<file path="src/rtl/emif_avmm_bridge_mcs_if.sv">
`default_nettype none
// ============================================================================
// Module   : emif_avmm_bridge_mcs_if
// Purpose  : Avalon-MM master-side bundle used by the EMIF bridge.
//            The address is a byte address {cs_idx, word_addr, zeros}. Its
//            width is derived from the same parameters as the bridge.
// Modports : master - bridge side (drives requests, receives responses)
//            slave  - interconnect / memory side
// Revision : 1.0 - initial release
// ============================================================================
interface emif_avmm_bridge_mcs_if #(
    parameter int DATA_W = 16,
    parameter int ADDR_W = 24,
    parameter int CS_NUM = 1
);
    localparam int BE_W       = DATA_W / 8;
    localparam int CS_W       = (CS_NUM > 1) ? $clog2(CS_NUM) : 0;
    localparam int AVM_ADDR_W = CS_W + ADDR_W + $clog2(BE_W);

    logic [AVM_ADDR_W-1:0] avm_address;
    logic                  avm_read;
    logic                  avm_write;
    logic [BE_W-1:0]       avm_byteenable;
    logic [DATA_W-1:0]     avm_writedata;
    logic [DATA_W-1:0]     avm_readdata;
    logic                  avm_readdatavalid;
    logic                  avm_waitrequest;

    modport master (
        output avm_address, avm_read, avm_write, avm_byteenable, avm_writedata,
        input  avm_readdata, avm_readdatavalid, avm_waitrequest
    );

    modport slave (
        input  avm_address, avm_read, avm_write, avm_byteenable, avm_writedata,
        output avm_readdata, avm_readdatavalid, avm_waitrequest
    );
endinterface
`default_nettype wire

</file>
<file path="src/rtl/emif_avmm_bridge_mcs.sv">
`default_nettype none
// ============================================================================
// Module   : emif_avmm_bridge_mcs
// Purpose  : EMIF asynchronous-memory slave that turns each EMIF strobe into
//            one Avalon-MM transaction. WAIT holds the strobe until the
//            Avalon side completes, so the bus latency is absorbed.
// Ports    : clk_i, rst_ni        - clock, asynchronous active-low reset
//            e_addr_i/e_data_i    - EMIF word address / write data
//            e_data_o/e_data_oe_o - EMIF read data / pad output enable
//            e_ben_i, e_cen_i     - byte enables, chip enables (active-low)
//            e_wen_i, e_oen_i     - write / read strobes (active-low)
//            e_wait_o             - 1 = hold strobe, 0 = ready
//            avm                  - Avalon-MM master (emif_avmm_bridge_mcs_if)
//            timeout_o            - sticky Avalon timeout flag
// Options  : EMIF_BRIDGE_TIMEOUT_EN - enables the TIMEOUT_CYC request watchdog;
//            when undefined the bridge waits indefinitely, timeout_o = 0.
// Revision : 1.0 - initial release
// ============================================================================
module emif_avmm_bridge_mcs #(
    parameter int DATA_W      = 16,
    parameter int ADDR_W      = 24,
    parameter int CS_NUM      = 1,
    parameter int SYNC_STAGES = 2,
    parameter int TIMEOUT_CYC = 1024
) (
    input  wire logic                  clk_i,
    input  wire logic                  rst_ni,
    input  wire logic [ADDR_W-1:0]     e_addr_i,
    input  wire logic [DATA_W-1:0]     e_data_i,
    output logic      [DATA_W-1:0]     e_data_o,
    output logic                       e_data_oe_o,
    input  wire logic [DATA_W/8-1:0]   e_ben_i,
    input  wire logic [CS_NUM-1:0]     e_cen_i,
    input  wire logic                  e_wen_i,
    input  wire logic                  e_oen_i,
    output logic                       e_wait_o,
    emif_avmm_bridge_mcs_if.master     avm,
    output logic                       timeout_o
);
    localparam int BE_W       = DATA_W / 8;
    localparam int CS_W       = (CS_NUM > 1) ? $clog2(CS_NUM) : 0;
    localparam int OFF_W      = $clog2(BE_W);
    localparam int AVM_ADDR_W = CS_W + ADDR_W + OFF_W;
    localparam int S          = SYNC_STAGES;

    typedef enum logic [2:0] {
        S_IDLE    = 3'd0,
        S_WR_REQ  = 3'd1,
        S_RD_REQ  = 3'd2,
        S_RD_WAIT = 3'd3,
        S_HOLD    = 3'd4
    } state_t;

    // ------------------------------------------------------------------
    // Strobe synchronisers. Reset to 1 so a strobe already low at reset
    // release is seen as a fresh falling edge.
    // ------------------------------------------------------------------
    logic [S-1:0]             r_wen_sync;
    logic [S-1:0]             r_oen_sync;
    logic [S-1:0][CS_NUM-1:0] r_cen_sync;
    logic                     r_wen_prev;
    logic                     r_oen_prev;

    always_ff @(posedge clk_i or negedge rst_ni) begin
        if (!rst_ni) begin
            r_wen_sync <= '1;
            r_oen_sync <= '1;
            r_cen_sync <= '1;
            r_wen_prev <= 1'b1;
            r_oen_prev <= 1'b1;
        end else begin
            r_wen_sync <= {r_wen_sync[S-2:0], e_wen_i};
            r_oen_sync <= {r_oen_sync[S-2:0], e_oen_i};
            r_cen_sync <= {r_cen_sync[S-2:0], e_cen_i};
            r_wen_prev <= r_wen_sync[S-1];
            r_oen_prev <= r_oen_sync[S-1];
        end
    end

    logic              w_wen_s;
    logic              w_oen_s;
    logic [CS_NUM-1:0] w_cen_s;
    logic              w_cs_hit;
    logic              w_wen_fall;
    logic              w_oen_fall;
    logic [BE_W-1:0]   w_be_req;

    assign w_wen_s    = r_wen_sync[S-1];
    assign w_oen_s    = r_oen_sync[S-1];
    assign w_cen_s    = r_cen_sync[S-1];
    assign w_cs_hit   = ~&w_cen_s;
    assign w_wen_fall = r_wen_prev & ~w_wen_s;
    assign w_oen_fall = r_oen_prev & ~w_oen_s;
    assign w_be_req   = ~e_ben_i;

    // ------------------------------------------------------------------
    // Byte address of the access: {cs_idx, word address, byte offset 0}.
    // The lowest-index active chip enable selects the region.
    // ------------------------------------------------------------------
    logic [AVM_ADDR_W-1:0] w_cap_addr;

    generate
        if (CS_NUM > 1) begin : g_cs_multi
            logic [CS_W-1:0] w_cs_idx;
            always_comb begin
                w_cs_idx = '0;
                for (int i = CS_NUM - 1; i >= 0; i--) begin
                    if (!w_cen_s[i]) w_cs_idx = CS_W'(i);
                end
            end
            assign w_cap_addr = {w_cs_idx, e_addr_i, {OFF_W{1'b0}}};
        end else begin : g_cs_single
            assign w_cap_addr = {e_addr_i, {OFF_W{1'b0}}};
        end
    endgenerate

`ifdef EMIF_BRIDGE_TIMEOUT_EN
    localparam int              TMO_W    = $clog2(TIMEOUT_CYC + 1);
    localparam logic [TMO_W-1:0] TMO_LAST = TMO_W'(TIMEOUT_CYC - 1);
    logic [TMO_W-1:0] r_tmo_cnt;
    logic             r_timeout;
    logic             w_tmo;
    assign w_tmo = (r_tmo_cnt == TMO_LAST);
`endif

    // ------------------------------------------------------------------
    // Transaction FSM with registered outputs
    // ------------------------------------------------------------------
    state_t                r_state;
    logic                  r_wait;
    logic [DATA_W-1:0]     r_rdata;
    logic                  r_read;
    logic                  r_write;
    logic [AVM_ADDR_W-1:0] r_addr;
    logic [BE_W-1:0]       r_be;
    logic [DATA_W-1:0]     r_wdata;
    logic                  r_is_wr;

    always_ff @(posedge clk_i or negedge rst_ni) begin
        if (!rst_ni) begin
            r_state <= S_IDLE;
            r_wait  <= 1'b1;
            r_rdata <= '0;
            r_read  <= 1'b0;
            r_write <= 1'b0;
            r_addr  <= '0;
            r_be    <= '0;
            r_wdata <= '0;
            r_is_wr <= 1'b0;
`ifdef EMIF_BRIDGE_TIMEOUT_EN
            r_tmo_cnt <= '0;
            r_timeout <= 1'b0;
`endif
        end else begin
`ifdef EMIF_BRIDGE_TIMEOUT_EN
            // Counts total cycles spent waiting on the Avalon side.
            if (r_state == S_WR_REQ || r_state == S_RD_REQ || r_state == S_RD_WAIT)
                r_tmo_cnt <= r_tmo_cnt + 1'b1;
            else
                r_tmo_cnt <= '0;
`endif
            case (r_state)
                S_IDLE: begin
                    // Write is tested first so it wins a simultaneous fall.
                    if (w_wen_fall && w_cs_hit) begin
                        r_addr  <= w_cap_addr;
                        r_wdata <= e_data_i;
                        r_be    <= w_be_req;
                        r_is_wr <= 1'b1;
                        if (w_be_req == '0) begin
                            // No byte lanes enabled: nothing to write.
                            r_state <= S_HOLD;
                        end else begin
                            r_write <= 1'b1;
                            r_state <= S_WR_REQ;
                        end
                    end else if (w_oen_fall && w_cs_hit) begin
                        r_addr  <= w_cap_addr;
                        r_be    <= '1;
                        r_is_wr <= 1'b0;
                        r_read  <= 1'b1;
                        r_state <= S_RD_REQ;
                    end
                end
                S_WR_REQ: begin
                    if (!avm.avm_waitrequest) begin
                        r_write <= 1'b0;
                        r_state <= S_HOLD;
                    end
`ifdef EMIF_BRIDGE_TIMEOUT_EN
                    else if (w_tmo) begin
                        r_write   <= 1'b0;
                        r_timeout <= 1'b1;
                        r_state   <= S_HOLD;
                    end
`endif
                end
                S_RD_REQ: begin
                    if (!avm.avm_waitrequest) begin
                        r_read  <= 1'b0;
                        r_state <= S_RD_WAIT;
                    end
`ifdef EMIF_BRIDGE_TIMEOUT_EN
                    else if (w_tmo) begin
                        r_read    <= 1'b0;
                        r_timeout <= 1'b1;
                        r_rdata   <= {BE_W{8'hDE}};
                        r_state   <= S_HOLD;
                    end
`endif
                end
                S_RD_WAIT: begin
                    if (avm.avm_readdatavalid) begin
                        r_rdata <= avm.avm_readdata;
                        r_state <= S_HOLD;
                    end
`ifdef EMIF_BRIDGE_TIMEOUT_EN
                    else if (w_tmo) begin
                        r_timeout <= 1'b1;
                        r_rdata   <= {BE_W{8'hDE}};
                        r_state   <= S_HOLD;
                    end
`endif
                end
                S_HOLD: begin
                    // Level test of the synchronised strobe: a release that
                    // happened before HOLD was reached is still honoured.
                    if ((r_is_wr && w_wen_s) || (!r_is_wr && w_oen_s)) begin
                        r_wait  <= 1'b1;
                        r_state <= S_IDLE;
                    end else begin
                        r_wait  <= 1'b0;
                    end
                end
                default: begin
                    r_wait  <= 1'b1;
                    r_read  <= 1'b0;
                    r_write <= 1'b0;
                    r_state <= S_IDLE;
                end
            endcase
        end
    end

    assign avm.avm_address    = r_addr;
    assign avm.avm_read       = r_read;
    assign avm.avm_write      = r_write;
    assign avm.avm_byteenable = r_be;
    assign avm.avm_writedata  = r_wdata;

    assign e_data_o = r_rdata;
    assign e_wait_o = r_wait;

    // Pad direction follows the raw pins for fast bus turnaround.
    assign e_data_oe_o = ~e_oen_i & ~&e_cen_i;

`ifdef EMIF_BRIDGE_TIMEOUT_EN
    assign timeout_o = r_timeout;
`else
    assign timeout_o = 1'b0;
`endif

endmodule
`default_nettype wire

</file>
<file path="src/flat_wrapper.sv">
// flat-port wrapper written by rule: the top's interface ports become plain ports
module emif_avmm_bridge_mcs_flat 
#(
    parameter int DATA_W      = 16,
    parameter int ADDR_W      = 24,
    parameter int CS_NUM      = 1,
    parameter int SYNC_STAGES = 2,
    parameter int TIMEOUT_CYC = 1024
)
  (clk_i, rst_ni, e_addr_i, e_data_i, e_data_o, e_data_oe_o, e_ben_i, e_cen_i, e_wen_i, e_oen_i, e_wait_o, timeout_o, avm_avm_address, avm_avm_read, avm_avm_write, avm_avm_byteenable, avm_avm_writedata, avm_avm_readdata, avm_avm_readdatavalid, avm_avm_waitrequest);
  emif_avmm_bridge_mcs_if #(.DATA_W(DATA_W), .ADDR_W(ADDR_W), .CS_NUM(CS_NUM)) avm_i ();
  input  wire logic clk_i;
  input  wire logic rst_ni;
  input  wire logic [ADDR_W-1:0] e_addr_i;
  input  wire logic [DATA_W-1:0] e_data_i;
  output logic      [DATA_W-1:0] e_data_o;
  output logic e_data_oe_o;
  input  wire logic [DATA_W/8-1:0] e_ben_i;
  input  wire logic [CS_NUM-1:0] e_cen_i;
  input  wire logic e_wen_i;
  input  wire logic e_oen_i;
  output logic e_wait_o;
  output logic timeout_o;
  output wire logic [$bits(avm_i.avm_address)-1:0] avm_avm_address;
  output wire logic [$bits(avm_i.avm_read)-1:0] avm_avm_read;
  output wire logic [$bits(avm_i.avm_write)-1:0] avm_avm_write;
  output wire logic [$bits(avm_i.avm_byteenable)-1:0] avm_avm_byteenable;
  output wire logic [$bits(avm_i.avm_writedata)-1:0] avm_avm_writedata;
  input wire logic [$bits(avm_i.avm_readdata)-1:0] avm_avm_readdata;
  input wire logic [$bits(avm_i.avm_readdatavalid)-1:0] avm_avm_readdatavalid;
  input wire logic [$bits(avm_i.avm_waitrequest)-1:0] avm_avm_waitrequest;
  assign avm_avm_address = avm_i.avm_address;
  assign avm_avm_read = avm_i.avm_read;
  assign avm_avm_write = avm_i.avm_write;
  assign avm_avm_byteenable = avm_i.avm_byteenable;
  assign avm_avm_writedata = avm_i.avm_writedata;
  assign avm_i.avm_readdata = avm_avm_readdata;
  assign avm_i.avm_readdatavalid = avm_avm_readdatavalid;
  assign avm_i.avm_waitrequest = avm_avm_waitrequest;
  emif_avmm_bridge_mcs #(.DATA_W(DATA_W), .ADDR_W(ADDR_W), .CS_NUM(CS_NUM), .SYNC_STAGES(SYNC_STAGES), .TIMEOUT_CYC(TIMEOUT_CYC)) u_core (.clk_i(clk_i), .rst_ni(rst_ni), .e_addr_i(e_addr_i), .e_data_i(e_data_i), .e_data_o(e_data_o), .e_data_oe_o(e_data_oe_o), .e_ben_i(e_ben_i), .e_cen_i(e_cen_i), .e_wen_i(e_wen_i), .e_oen_i(e_oen_i), .e_wait_o(e_wait_o), .avm(avm_i), .timeout_o(timeout_o));
endmodule
</file>
<file path="config.mk">
export PLATFORM = sky130hd
export DESIGN_NAME = emif_avmm_bridge_mcs_flat
export DESIGN_NICKNAME = d
export VERILOG_FILES = /design/src/rtl/emif_avmm_bridge_mcs_if.sv /design/src/rtl/emif_avmm_bridge_mcs.sv /design/src/flat_wrapper.sv
export SDC_FILE = /design/constraint.sdc
export NUM_CORES = 1
export LEC_CHECK = 0
export BUFFER_PORTS_ARGS = -buffer_cell sky130_fd_sc_hd__clkbuf_2
export CORE_MARGIN = 8
export CORE_UTILIZATION = 45
export DETAILED_ROUTE_END_ITERATION = 10
export HOLD_SLACK_MARGIN = 0.05
export PLACE_DENSITY = 0.73
export SYNTH_ARGS = -nofsm -noshare
export SYNTH_HDL_FRONTEND = slang
export SYNTH_SLANG_ARGS = --single-unit
</file>
<file path="constraint.sdc">
create_clock -name clk_i -period 1.8 [get_ports clk_i]
set_input_delay 0.27 -clock clk_i [delete_from_list [all_inputs] [get_ports clk_i]]
set_output_delay 0.27 -clock clk_i [all_outputs]
set_load 0.01 [all_outputs]
</file>
==> run summary <==
Status: finished clean
WL/cell: 15.8 microns
Total CTS buffers: 9
FFs w/ async S/R, synth: 1.00
DRT Pass-1 Iters: 4
Synth warn: 0
Vias in the first global route: 2013
Synth unique cells: 31
Mapped Area: 2890 sq um
RePlAce Congestion: 0.861
Crit path max-delay family: flip-flops
Port Buffers: 126
Root Driver: clkbuf_8
Antenna violations before repair: 0
R2R depth: 5
Critical path class: register to register
H-tree Lvls: 3
Syn Area/Cell: 15.9 sq um
WP data arrival: 1850 ps
Drt drc: 0
Hold Path Depth: 2
FMAX: 0.612 GHz
Row cnt: 29
CP Cell Sequence: nor2b_1 > buf_4 > o21ai_4 > buf_4 > mux2_4
CTS tree: done
Register bit total from synthesis: 73
Layout net count: 388
Synth Instances: 182
CP max stage cell: dfstp_2
First-pass GRT wire length: 9790 microns
Area of the die: 9250 sq um
Crit-path max cell delay: 560 ps
Hold_ws: 139 ps
RSZ-0062 raised after global routing: false
R2R Setup Slk: 170 ps
Max VDD drop: 0.000892 V
Drt via density: 4.86
Global-route usage over all layers: 0.140
Worst R2R End: u_core.avm.avm_address[3]$_DFFE_PN0P_
Number of enable flip-flop cells after synthesis: 0
Largest net degree at the start of global routing: 42
Minimum clock period: 1630 ps
Latest clock arrival within the worst-skew pair: 330 ps
Final period utilization: 0.908
Number of max-cap violations: 0
Leakage: 0.00206 uW
Drt total wl: 6400 microns
Detailed placer's ending HPWL: 4930 microns
Seq/Total Area, Yosys: 0.636
Crit Reg-Reg Startpoint: u_core.r_wen_sync[1]$_DFF_PN1_
Total gr overflow: 0
Setup TNS: 0 ps
Buffers plus inverters on the worst setup path: 2
Layout cell share with drive strength beyond 1: 0.649
Sink Count: 73
Beginning of the worst hold path: e_ben_i[1]
Die X: 96.2 microns
Startpoint Class: register
Final setup fails: 0
Initial cell density of the core: 0.461
Max-slew violations: 0
PD cells: 1640 nW/um^2
Post-CTS setup repair buffer count: 0
WP data required: 2010 ps
Via count: 1968
Setup Skew: 9.83 ps
Ports: 129
Iter 0 DRT Violations: 62
Final hold vios: 0
CTS max path bufs: 2
Core area: 6280 sq um
Tot Pwr: 6450 uW
Clk pin slew, worst setup/hold paths: 80 ps
CP Max Fanout: 10
Crit path top cell by count: buf_4
Crit end category: register
Area growth from synthesis to layout: 36.2%
Dominant synthesized flop cell: dfrtp_1
Ant. Diodes: 0
Routed Antenna Nets: 0
Worst Hold End: u_core.avm.avm_byteenable[1]$_DFFE_PN0P_
Die height: 96.2 microns
Hold WC Path Type: primary input to register
## metal layers
metal,global-route usage,wire (microns)
met1,0.165,2480
met2,0.209,2960
met3,0.0725,892
met4,0.0576,66
met5,0,0
## through the flow
step                       util  std cells  setup WS (ps)  area [sq um]
after floorplan               -        183            149          2900
after CTS                 0.626        405           59.1          3930
after detailed placement  0.583        385           65.7          3660
after global placement    0.583        385           90.2          3660
final                     0.627        405            165          3940
after global routing      0.627        405           89.7          3940
## final cells by class
cell class	count	area, sq um
Timing Repair Buffer	139	778
Multi-Input combinational cell	98	991
Sequential cell	73	1840
Tap cell	77	96.3
Clock buffer	10	138
Fill cell	497	2340
Inverter	2	7.51
Clock inverter	6	90.1
## kinds of logic (layout without fill, tap and decap cells)
| group | after synthesis | count (layout) | synth area share |
|---|---|---|---|
| DFF | 73 | 73 | 0.636 |
| muxes | 57 | 57 | 0.245 |
| and+or+nand+nor | 24 | 24 | 0.0502 |
| AOI/OAI and AO/OA | 15 | 15 | 0.0394 |
| buffers and inverters | 12 | 157 | 0.0286 |
| other | 1 | 2 | 0.00130 |
## flip-flops by register name, indices dropped and copies added, names as in the netlist
| register | flops |
|---|---|
| u_core.avm.avm_byteenable | 2 |
| u_core.e_data_o | 16 |
| u_core.avm.avm_write | 1 |
| u_core.r_wen_prev | 1 |
| u_core.r_is_wr | 1 |
| u_core.avm.avm_writedata | 16 |
| u_core.r_oen_prev | 1 |
| u_core.r_wen_sync | 2 |
| u_core.w_cen_s | 1 |
| u_core.avm.avm_address | 24 |
| u_core.r_oen_sync | 2 |
| u_core.r_cen_sync | 1 |
| u_core.r_state | 3 |
| u_core.avm.avm_read | 1 |
| u_core.e_wait_o | 1 |
## layout by cell type, fill, tap and decap left out, types with 2 or more instances in the layout
master,n
buf_12,3
nand2_1,4
a22oi_1,2
nor2b_1,4
clkbuf_2,125
conb_1,2
inv_1,2
dfrtp_1,64
a31oi_1,3
dlygate4sd3_1,4
mux2_2,31
clkbuf_8,10
o22ai_1,3
nor2_1,8
dfstp_2,9
and2_1,2
mux2_4,18
bufinv_16,2
mux2_1,7
o2bb2ai_1,2
buf_4,7
## worst register-to-register path, cell delays in order, from the launching register on
cell,delay (ps)
dfstp_2,560
nor2b_1,60
buf_4,150
o21ai_4,190
buf_4,250
mux2_4,320
## what timing repair did
action / in CTS / in global routing
resized for setup: 0 / 1
hold buffers: 4 / 0
endpoints found under the setup margin: 0 / 13
hold endpoints to repair: 35 / 0
## where the power goes
group	total [uW]	internal, uW	switching (uW)	leakage, uW
Clock	1420	823	595	0.000113
Combinational	2330	1270	1060	0.00108
Sequential	2710	2340	363	0.000872
## synth_stat cells (2+ instances only)
cell type,n,share of area
o2bb2ai_1,2,0.0061
inv_1,2,0.0026
dfrtp_1,64,0.55
a22oi_1,2,0.0052
and2_1,2,0.0043
dfstp_2,9,0.082
nand2_1,4,0.0052
o22ai_1,3,0.0065
mux2_1,7,0.027
buf_4,3,0.0078
nor2_1,8,0.010
mux2_4,18,0.093
buf_6,3,0.012
nor2b_1,4,0.0087
a31oi_1,3,0.0065
mux2_2,31,0.12
buf_2,3,0.0052
## how the worst max path moves through the flow
| stage | startpoint | endpoint | slack (ps) | depth (start not counted) |
|---|---|---|---|---|
| after global placement | u_core.r_state[2]$_DFFE_PN0P_ | u_core.e_data_o[10]$_DFFE_PN0P_ | 90 | 3 |
| after floorplan | u_core.r_state[0]$_DFFE_PN0P_ | u_core.avm.avm_writedata[0]$_DFFE_PN0P_ | 150 | 5 |
| after detailed placement | u_core.r_state[2]$_DFFE_PN0P_ | u_core.e_data_o[4]$_DFFE_PN0P_ | 70 | 3 |
| final | u_core.r_wen_sync[1]$_DFF_PN1_ | u_core.avm.avm_address[3]$_DFFE_PN0P_ | 170 | 5 |
| after global routing | u_core.r_state[2]$_DFFE_PN0P_ | u_core.avm.avm_address[3]$_DFFE_PN0P_ | 90 | 5 |
| after CTS | u_core.r_state[2]$_DFFE_PN0P_ | u_core.e_data_o[4]$_DFFE_PN0P_ | 60 | 3 |
Note: power is estimated with default switching activity, not from simulation.
